==> src/rtl/hazard_fwd_scoreboard.sv <==
// ID-stage hazard unit: per-operand bypass selection across NUM_FWD stages plus a long-latency
// completion bus, a per-register in-flight scoreboard, and a saturating stall-cycle counter.
module hazard_fwd_scoreboard #(
   parameter int unsigned NUM_SRC = 2,
   parameter int unsigned NUM_FWD = 2,
   parameter int unsigned CNT_W   = 32,
   localparam int unsigned SEL_W  = $clog2(NUM_FWD + 2)
) (
   input  logic                     clk_i,
   input  logic                     rst_i,
   input  logic [NUM_SRC*5-1:0]     src_rs_i,
   input  logic [NUM_SRC-1:0]       src_used_i,
   input  logic [NUM_FWD*5-1:0]     fwd_rd_i,
   input  logic [NUM_FWD-1:0]       fwd_we_i,
   input  logic [NUM_FWD-1:0]       fwd_ready_i,
   input  logic                     issue_valid_i,
   input  logic [4:0]               issue_rd_i,
   input  logic                     issue_long_i,
   input  logic                     lwb_valid_i,
   input  logic [4:0]               lwb_rd_i,
   output logic [NUM_SRC*SEL_W-1:0] fwd_sel_o,
   output logic                     stall_o,
   output logic [31:0]              sb_busy_o,
   output logic [CNT_W-1:0]         stall_cnt_o
);

   logic [31:0]      sb_q, sb_d;
   logic [CNT_W-1:0] cnt_q, cnt_d;
   logic [4:0]       rs;
   logic [SEL_W-1:0] sel;
   logic             matched;
   logic             not_ready;
   logic             hazard;
   logic             waw;

   always_comb begin
      fwd_sel_o = '0;
      hazard    = 1'b0;
      rs        = '0;
      sel       = '0;
      matched   = 1'b0;
      not_ready = 1'b0;
      for (int i = 0; i < int'(NUM_SRC); i++) begin
         rs        = src_rs_i[5*i +: 5];
         sel       = '0;
         matched   = 1'b0;
         not_ready = 1'b0;
         if (src_used_i[i] && rs != 5'd0) begin
            // Walk oldest-to-nearest so the nearest matching stage overwrites the rest.
            for (int k = int'(NUM_FWD) - 1; k >= 0; k--) begin
               if (fwd_we_i[k] && fwd_rd_i[5*k +: 5] == rs) begin
                  sel       = SEL_W'(k + 1);
                  matched   = 1'b1;
                  not_ready = !fwd_ready_i[k];
               end
            end
            if (matched) begin
               hazard = hazard | not_ready;
            end else if (lwb_valid_i && lwb_rd_i == rs) begin
               sel = SEL_W'(NUM_FWD + 1);
            end else if (sb_q[rs]) begin
               hazard = 1'b1;
            end
         end
         fwd_sel_o[SEL_W*i +: SEL_W] = sel;
      end

      waw = issue_long_i && issue_rd_i != 5'd0 && sb_q[issue_rd_i] &&
            !(lwb_valid_i && lwb_rd_i == issue_rd_i);
      stall_o = issue_valid_i && (hazard || waw);
   end

   always_comb begin
      sb_d = sb_q;
      if (lwb_valid_i) begin
         sb_d[lwb_rd_i] = 1'b0;
      end
      // Set after clear: a completion and a fresh issue to the same register leave it busy.
      if (issue_valid_i && issue_long_i && !stall_o && issue_rd_i != 5'd0) begin
         sb_d[issue_rd_i] = 1'b1;
      end
      cnt_d = cnt_q;
      if (stall_o && cnt_q != {CNT_W{1'b1}}) begin
         cnt_d = cnt_q + CNT_W'(1);
      end
   end

   always_ff @(posedge clk_i) begin
      if (rst_i) begin
         sb_q  <= '0;
         cnt_q <= '0;
      end else begin
         sb_q  <= sb_d;
         cnt_q <= cnt_d;
      end
   end

   assign sb_busy_o   = sb_q;
   assign stall_cnt_o = cnt_q;

endmodule
==> config.mk <==
export PLATFORM = sky130hd
export DESIGN_NAME = hazard_fwd_scoreboard
export DESIGN_NICKNAME = d
export VERILOG_FILES = /design/src/rtl/hazard_fwd_scoreboard.sv
export SDC_FILE = /design/constraint.sdc
export NUM_CORES = 1
export LEC_CHECK = 0
export BUFFER_PORTS_ARGS = -buffer_cell sky130_fd_sc_hd__buf_2
export CAP_MARGIN = 20
export CORE_ASPECT_RATIO = 1.25
export CORE_MARGIN = 2
export CORE_UTILIZATION = 35
export CTS_CLUSTER_DIAMETER = 60
export DETAILED_ROUTE_END_ITERATION = 10
export PLACE_DENSITY_LB_ADDON = 0.2
export SETUP_SLACK_MARGIN = 0.02
export SYNTH_ARGS = -nofsm -noshare
export SYNTH_HDL_FRONTEND = slang
export SYNTH_SLANG_ARGS = --single-unit
==> constraint.sdc <==
create_clock -name clk_i -period 3.3 [get_ports clk_i]
set_clock_uncertainty 0.2 [all_clocks]
set_input_delay 0.66 -clock clk_i [delete_from_list [all_inputs] [get_ports clk_i]]
set_output_delay 0.66 -clock clk_i [all_outputs]
set_load 0.005 [all_outputs]
==> results.tsv, run 1 <==
stage	metric	value	unit
sta	fin_ws	0.0154	ns
cells_and_area	drive_above_1_share	0.374	
cts	cts_tree	yes	
cells_and_area	fillers	1308	
grt	grt_antenna_before_repair	1	
run	drv_cap	0	
floorplan	die_y	133	µm
place	port_buffers	109	
route	drcViolationCount	0	
sta	slew_headroom	0.265	
synth	synth_compound_area_frac	0.137	
floorplan	design.die.area	14200	µm²
power	peakVddDrop	0.000371	V
place	dp.cells	848	
synth	synth_edf_count	0	
cells_and_area	multi_input_area	3280	µm²
sta	min_period	3.28	ns
power	power	2210	µW
sta	drv_slew	0	
synth	async_reset_ff_frac	0	
grt	grt_pass1_wl	25200	µm
sta	hold_violations	0	
synth	yosysSeqAreaShare	0.275	
worst_setup_path	required	2.44	ns
grt	grt.total_usage	0.227	
min_path	hold_path.class	reg -> reg	
cells_and_area	mostFrequentLayoutCell	buf_2	
cells_and_area	layout_common_cells	buf_2, dfxtp_1, buf_4	
worst_setup_path	worstSetupPathType	in -> out	
place	gp_congestion	0.989	
cts	htree_levels	3	
cts	clock_sinks	64	
cts	insertion_delay	0.34	ns
floorplan	initial_core_util	0.355	
worst_setup_path	cp-end-kind	primary output	
synth	syn-cell-area	4660	µm²
route	via_count	4817	
route	drtIter0Drc	296	
route	viasPerCell	5.56	
floorplan	row_count	47	
cts	numCtsBuffers	9	
synth	synthCells	547	
synth	ys_warn_count	0	
cells_and_area	antennaDiodeCount	0	
cells_and_area	final_core_util	0.476	
worst_setup_path	critPathMaxFanout	7	
worst_setup_path	start_kind	primary input	
cells_and_area	nets	732	
floorplan	core	13100	µm²
cells_and_area	syn_to_final_growth	34.1	%
route	finalWirelength	16200	µm
route	firstDrtPassIters	5	
route	ant_nets	0	
synth	synth_fp_nets	589	
sta	setup_viol	0	
route	wire_per_inst	18.7	µm
place	place_ws	-0.329	ns
synth	yosys.area_share.simple	0.316	
grt	grt_pass1_vias	4868	
cts	postCtsHoldBufs	0	
cells_and_area	seqCellArea	1280	µm²
grt	grt.overflow.total	0	
synth	ys_seq_elements	64	
place	dp_hpwl	12100	µm
sta	tightest_slew	1.10	ns
synth	synth.avg_cell_area	8.51	µm²
synth	synth-xor-area-share	0.0658	
sta	finalCritPeriodShare	0.995	
floorplan	ios	110	
worst_setup_path	arrival	2.42	ns
synth	yosysUniqueCellTypes	54	
sta	fmax	304	MHz
synth	muxShareOfSynthArea	0.154	
floorplan	die_x	107	µm
sta	holdWs	0.295	ns
grt	grt_max_degree	82	
power	powerDensity	354	nW/µm²
outcome	status	completed	
cts	clk_path_buf_depth	2	
cts	path_clk_slew	0.05	ns
power	p_leak	0.00253	µW
synth	ys.flop_type	dfxtp_1	
cells_and_area	instances_no_fill	866	
cts	root_buffer	clkbuf_16	
synth	synth_top_family_by_area	simple AND/OR/NAND/NOR gates	
sta	grt_setup_unrepaired	true	
synth	synth_fa_ha_area_frac	0.00269	
-- final timing paths --
path | start | to | slack, ns | cells past startpoint
max reg2reg | sb_busy_o[11] | sb_busy_o[1] | 0.27 | 11
max | src_rs_i[0] | stall_o | 0.02 | 10
min reg2reg | stall_cnt_o[10] | stall_cnt_o[10] | 0.30 | 2
min | stall_cnt_o[10] | stall_cnt_o[10] | 0.30 | 2
-- stage by stage --
step / TNS [ns] / cell area [µm²]
after global placement: -11.84 / 5730
final: 0 / 6240
after floorplan: 0 / 4690
after global routing: -0.0744 / 6240
after CTS: 0 / 6140
after detailed placement: -13.26 / 5730
-- cells by family (layout without fill, tap and decap cells) --
| group | count (synthesis) | in the layout |
|---|---|---|
| and+or+nand+nor | 246 | 246 |
| AOI/OAI and AO/OA | 104 | 104 |
| DFF | 64 | 64 |
| muxes | 52 | 52 |
| buffers and inverters | 45 | 193 |
| xor gates and xnor gates | 35 | 35 |
| adders and majority gates | 1 | 1 |
-- layer usage --
layer  vias to the layer above  GRT usage  routed length (µm)  share of wire
met2                       168      0.413                8470           0.52
met1                      2315      0.254                6300           0.39
met3                        33     0.0379                 877          0.054
li1                       2301          -                   -              -
met4                         0      0.107                 556          0.034
met5                         -          0                   0              0
-- repair_timing --
item                                    4_1_cts  5_1_grt
endpoints found under the setup margin        2       19
setup buffers                                 1        1
gates resized for setup                      18       18
pin swaps                                     6        5
-- cell usage after synthesis (3+ instances only) --
| library cell | count | area (µm²) |
|---|---|---|
| or3b_1 | 3 | 26.3 |
| o22ai_1 | 7 | 43.8 |
| nor4_1 | 10 | 62.6 |
| and3_1 | 15 | 93.8 |
| nand4_1 | 14 | 87.6 |
| o31ai_1 | 13 | 97.6 |
| a22oi_1 | 4 | 30.0 |
| mux2_2 | 17 | 191 |
| and4_1 | 3 | 26.3 |
| and2_1 | 4 | 25.0 |
| xor2_1 | 22 | 193 |
| xnor2_1 | 13 | 114 |
| o21ai_0 | 51 | 255 |
| clkbuf_1 | 25 | 93.8 |
| nand2_1 | 36 | 135 |
| a21oi_1 | 19 | 95.1 |
| mux2i_1 | 21 | 210 |
| mux4_2 | 14 | 315 |
| or4_1 | 6 | 45.0 |
| dfxtp_1 | 64 | 1280 |
| nor2_1 | 33 | 124 |
| buf_2 | 10 | 50.1 |
| buf_6 | 4 | 45.0 |
| nand3_1 | 15 | 75.1 |
| nor3b_1 | 12 | 90.1 |
| nor2b_1 | 40 | 250 |
| nor3_1 | 10 | 50.1 |
| or3_1 | 9 | 56.3 |
| nand3b_1 | 23 | 173 |
-- layout make-up --
type                            count  area share
Multi-Input combinational cell    438       0.525
Clock buffer                       10      0.0367
Sequential cell                    64       0.205
Timing Repair Buffer              175       0.181
Tap cell                          171      0.0343
Clock inverter                      6      0.0172
Inverter                            2     0.00120
-- registers in the layout, summed over array words and instances (netlist names) --
register / cells
sb_busy_o: 32
stall_cnt_o: 32
-- power by group --
group	switching, µW	internal [µW]	total (µW)
Sequential	5.05	777	782
Clock	349	735	1080
Combinational	191	155	347
-- critical path: stages --
cell	delay, ns
buf_12	0.11
buf_8	0.11
mux4_2	0.50
nand3_2	0.09
nand4_1	0.08
a211o_1	0.30
o211ai_1	0.11
and4_4	0.30
nor2b_4	0.05
buf_2	0.13
(Power assumes the default switching activity.)
==> run 2, diff against run 1 <==
--- a/config.mk
+++ b/config.mk
@@ -9,7 +9,7 @@
 export CAP_MARGIN = 20
 export CORE_ASPECT_RATIO = 1.25
 export CORE_MARGIN = 2
-export CORE_UTILIZATION = 35
+export CORE_UTILIZATION = 45
 export CTS_CLUSTER_DIAMETER = 60
 export DETAILED_ROUTE_END_ITERATION = 10
 export PLACE_DENSITY_LB_ADDON = 0.2
==> constraint.sdc (replaced) <==
create_clock -name clk_i -period 3.3 [get_ports clk_i]
set_clock_uncertainty 0.2 [all_clocks]
set_input_delay 0.66 -clock clk_i [delete_from_list [all_inputs] [get_ports clk_i]]
set_output_delay 0.66 -clock clk_i [all_outputs]
set_load 0.05 [all_outputs]
==> run 2 against run 1 <==
  * The run now ends with setup timing left
  * Utilization up 13 points
  * Power down 5.5%
  * Largest cell class unchanged
  * Via count up 2.2%
  * Hold slack worse by 0.0039 ns
  * Critical path depth unchanged
  * Non-clock buffer count up 6
  * Cell count down 4.2%
  * Register-to-register slack better by 0.02 ns
  * Wire length down 4.9%
==> results.tsv, run 2 (same netlist as run 1, synthesis figures left out) <==
stage	metric	value	unit
min_path	hold_path.class	reg -> reg	
outcome	status	complete, but fails checks	
route	via_count	4924	
place	dp_hpwl	11200	µm
cells_and_area	drive_above_1_share	0.365	
min_path	hold_start	stall_cnt_o[10]	
sta	setup_viol	1	
route	drcViolationCount	0	
cts	clock_sinks	64	
sta	hold_violations	0	
cts	cts_tree	yes	
worst_setup_path	required	2.44	ns
cts	htree_levels	3	
grt	grt_pass1_wl	23600	µm
floorplan	row_count	41	
grt	grt_pass1_vias	4716	
place	place_ws	-0.294	ns
cells_and_area	layout_common_cells	buf_2, buf_4, dfxtp_1	
min_path	min_to	stall_cnt_o[10]	
worst_setup_path	critical_path.most_common_cell	nor2_1	
sta	finalCritPeriodShare	1.02	
cts	numCtsBuffers	9	
worst_setup_path	r2r-start	sb_busy_o[20]	
worst_setup_path	arrival	2.52	ns
route	finalWirelength	15400	µm
worst_setup_path	reg2reg_to	sb_busy_o[21]	
cts	clk_path_buf_depth	2	
power	peakVddDrop	0.000305	V
floorplan	die_y	118	µm
sta	min_period	3.38	ns
grt	grt_antenna_before_repair	0	
worst_setup_path	worstSetupPathType	in -> out	
cts	path_clk_slew	0.05	ns
floorplan	die_x	95.0	µm
place	gp_congestion	0.912	
power	p_leak	0.00256	µW
worst_setup_path	cp_slowest_cell	or3b_4	
sta	grt_setup_unrepaired	true	
cts	root_buffer	clkbuf_16	
place	port_buffers	109	
outcome	violations	setup timing	
route	viasPerCell	5.93	
worst_setup_path	reg2regPathDepth	10	
floorplan	initial_core_util	0.461	
worst_setup_path	start_kind	primary input	
grt	grt.overflow.total	0	
floorplan	ios	110	
worst_setup_path	critPathMaxFanout	7	
cells_and_area	nets	738	
worst_setup_path	rrSetupSlack	0.29	ns
run	drv_cap	0	
cells_and_area	syn_to_final_growth	32.4	%
route	drtIter0Drc	317	
worst_setup_path	path_cells	buf_2 > or3b_4 > buf_4 > o22ai_1 > nor2_1 > a211oi_1 > nor2_1 > and4_4 > nor2b_4 > buf_8	
cts	insertion_delay	0.34	ns
floorplan	design.die.area	11200	µm²
grt	grt.total_usage	0.272	
grt	grt_max_degree	82	
sta	holdWs	0.291	ns
sta	tightest_slew	1.09	ns
min_path	min_path_cells	2	
worst_setup_path	cp-end-kind	primary output	
cells_and_area	mostFrequentLayoutCell	buf_2	
worst_setup_path	cpPeakStageDelay	0.41	ns
sta	fmax	296	MHz
cells_and_area	antennaDiodeCount	0	
sta	fin_ws	-0.0785	ns
route	ant_nets	0	
power	powerDensity	339	nW/µm²
route	wire_per_inst	18.6	µm
cts	postCtsHoldBufs	0	
route	firstDrtPassIters	7	
sta	slew_headroom	0.271	
floorplan	core	10100	µm²
sta	drv_slew	0	
## run 2: worst max-delay path by stage
stage	cells past startpoint	endpoint	from
4_1_cts	10	stall_o	src_rs_i[0]
3_5_place_dp	10	stall_o	src_rs_i[0]
3_3_place_gp	10	stall_o	src_rs_i[0]
2_1_floorplan	12	stall_o	issue_rd_i[2]
6_report	10	stall_o	issue_rd_i[2]
5_1_grt	10	stall_o	src_rs_i[0]
## run 2: report_power, final
part	leakage, µW	switching, µW	total, µW	internal (µW)
Clock	0.000155	346	954	608
Combinational	0.00189	203	354	151
Sequential	0.000516	5.26	782	777
Total	0.00256	554	2090	1540
## run 2: timing repair
item,CTS,global route
hold endpoints to repair,0,0
pin swaps,8,4
setup buffers,3,0
endpoints found under the setup margin,1,9
cloned,1,0
resized for setup,12,9
## run 2: routing by layer
metal | wire [µm] | vias to the layer above | part of all wire | global-route usage
met5 | 0 | - | 0 | 0
met4 | 737 | 0 | 0.048 | 0.158
met3 | 1030 | 55 | 0.067 | 0.0294
met2 | 7660 | 216 | 0.50 | 0.467
met1 | 5980 | 2333 | 0.39 | 0.321
li1 | - | 2320 | - | -
## run 2: critical path, delay by kind of cell
kind,cells,cell delay (ns)
and+or+nand+nor,5,0.93
AOI/OAI and AO/OA,2,0.45
buffers and inverters,3,0.47
## run 2: area by class of cell
| type | instances | area, µm² |
|---|---|---|
| clock buffers | 14 | 294 |
| clock inverters | 2 | 10.0 |
| fillers | 913 | 3940 |
| inverters | 2 | 7.51 |
| multi-input cells | 438 | 3230 |
| flip-flops and latches | 64 | 1280 |
| well taps | 129 | 161 |
| repair buffers | 181 | 1180 |
## run 2: through the flow
step | util | total power [µW] | instances | setup TNS (ns) | cell area (µm²)
floorplan | - | 1010 | 547 | -0.237 | 4690
global placement | 0.566 | 1120 | 810 | -4.39 | 5720
detailed placement | 0.566 | 1130 | 810 | -5.90 | 5720
CTS | 0.605 | 2090 | 830 | -0.0681 | 6120
global route | 0.610 | 2160 | 830 | -0.135 | 6170
finish | 0.610 | 2090 | 830 | -0.0785 | 6170
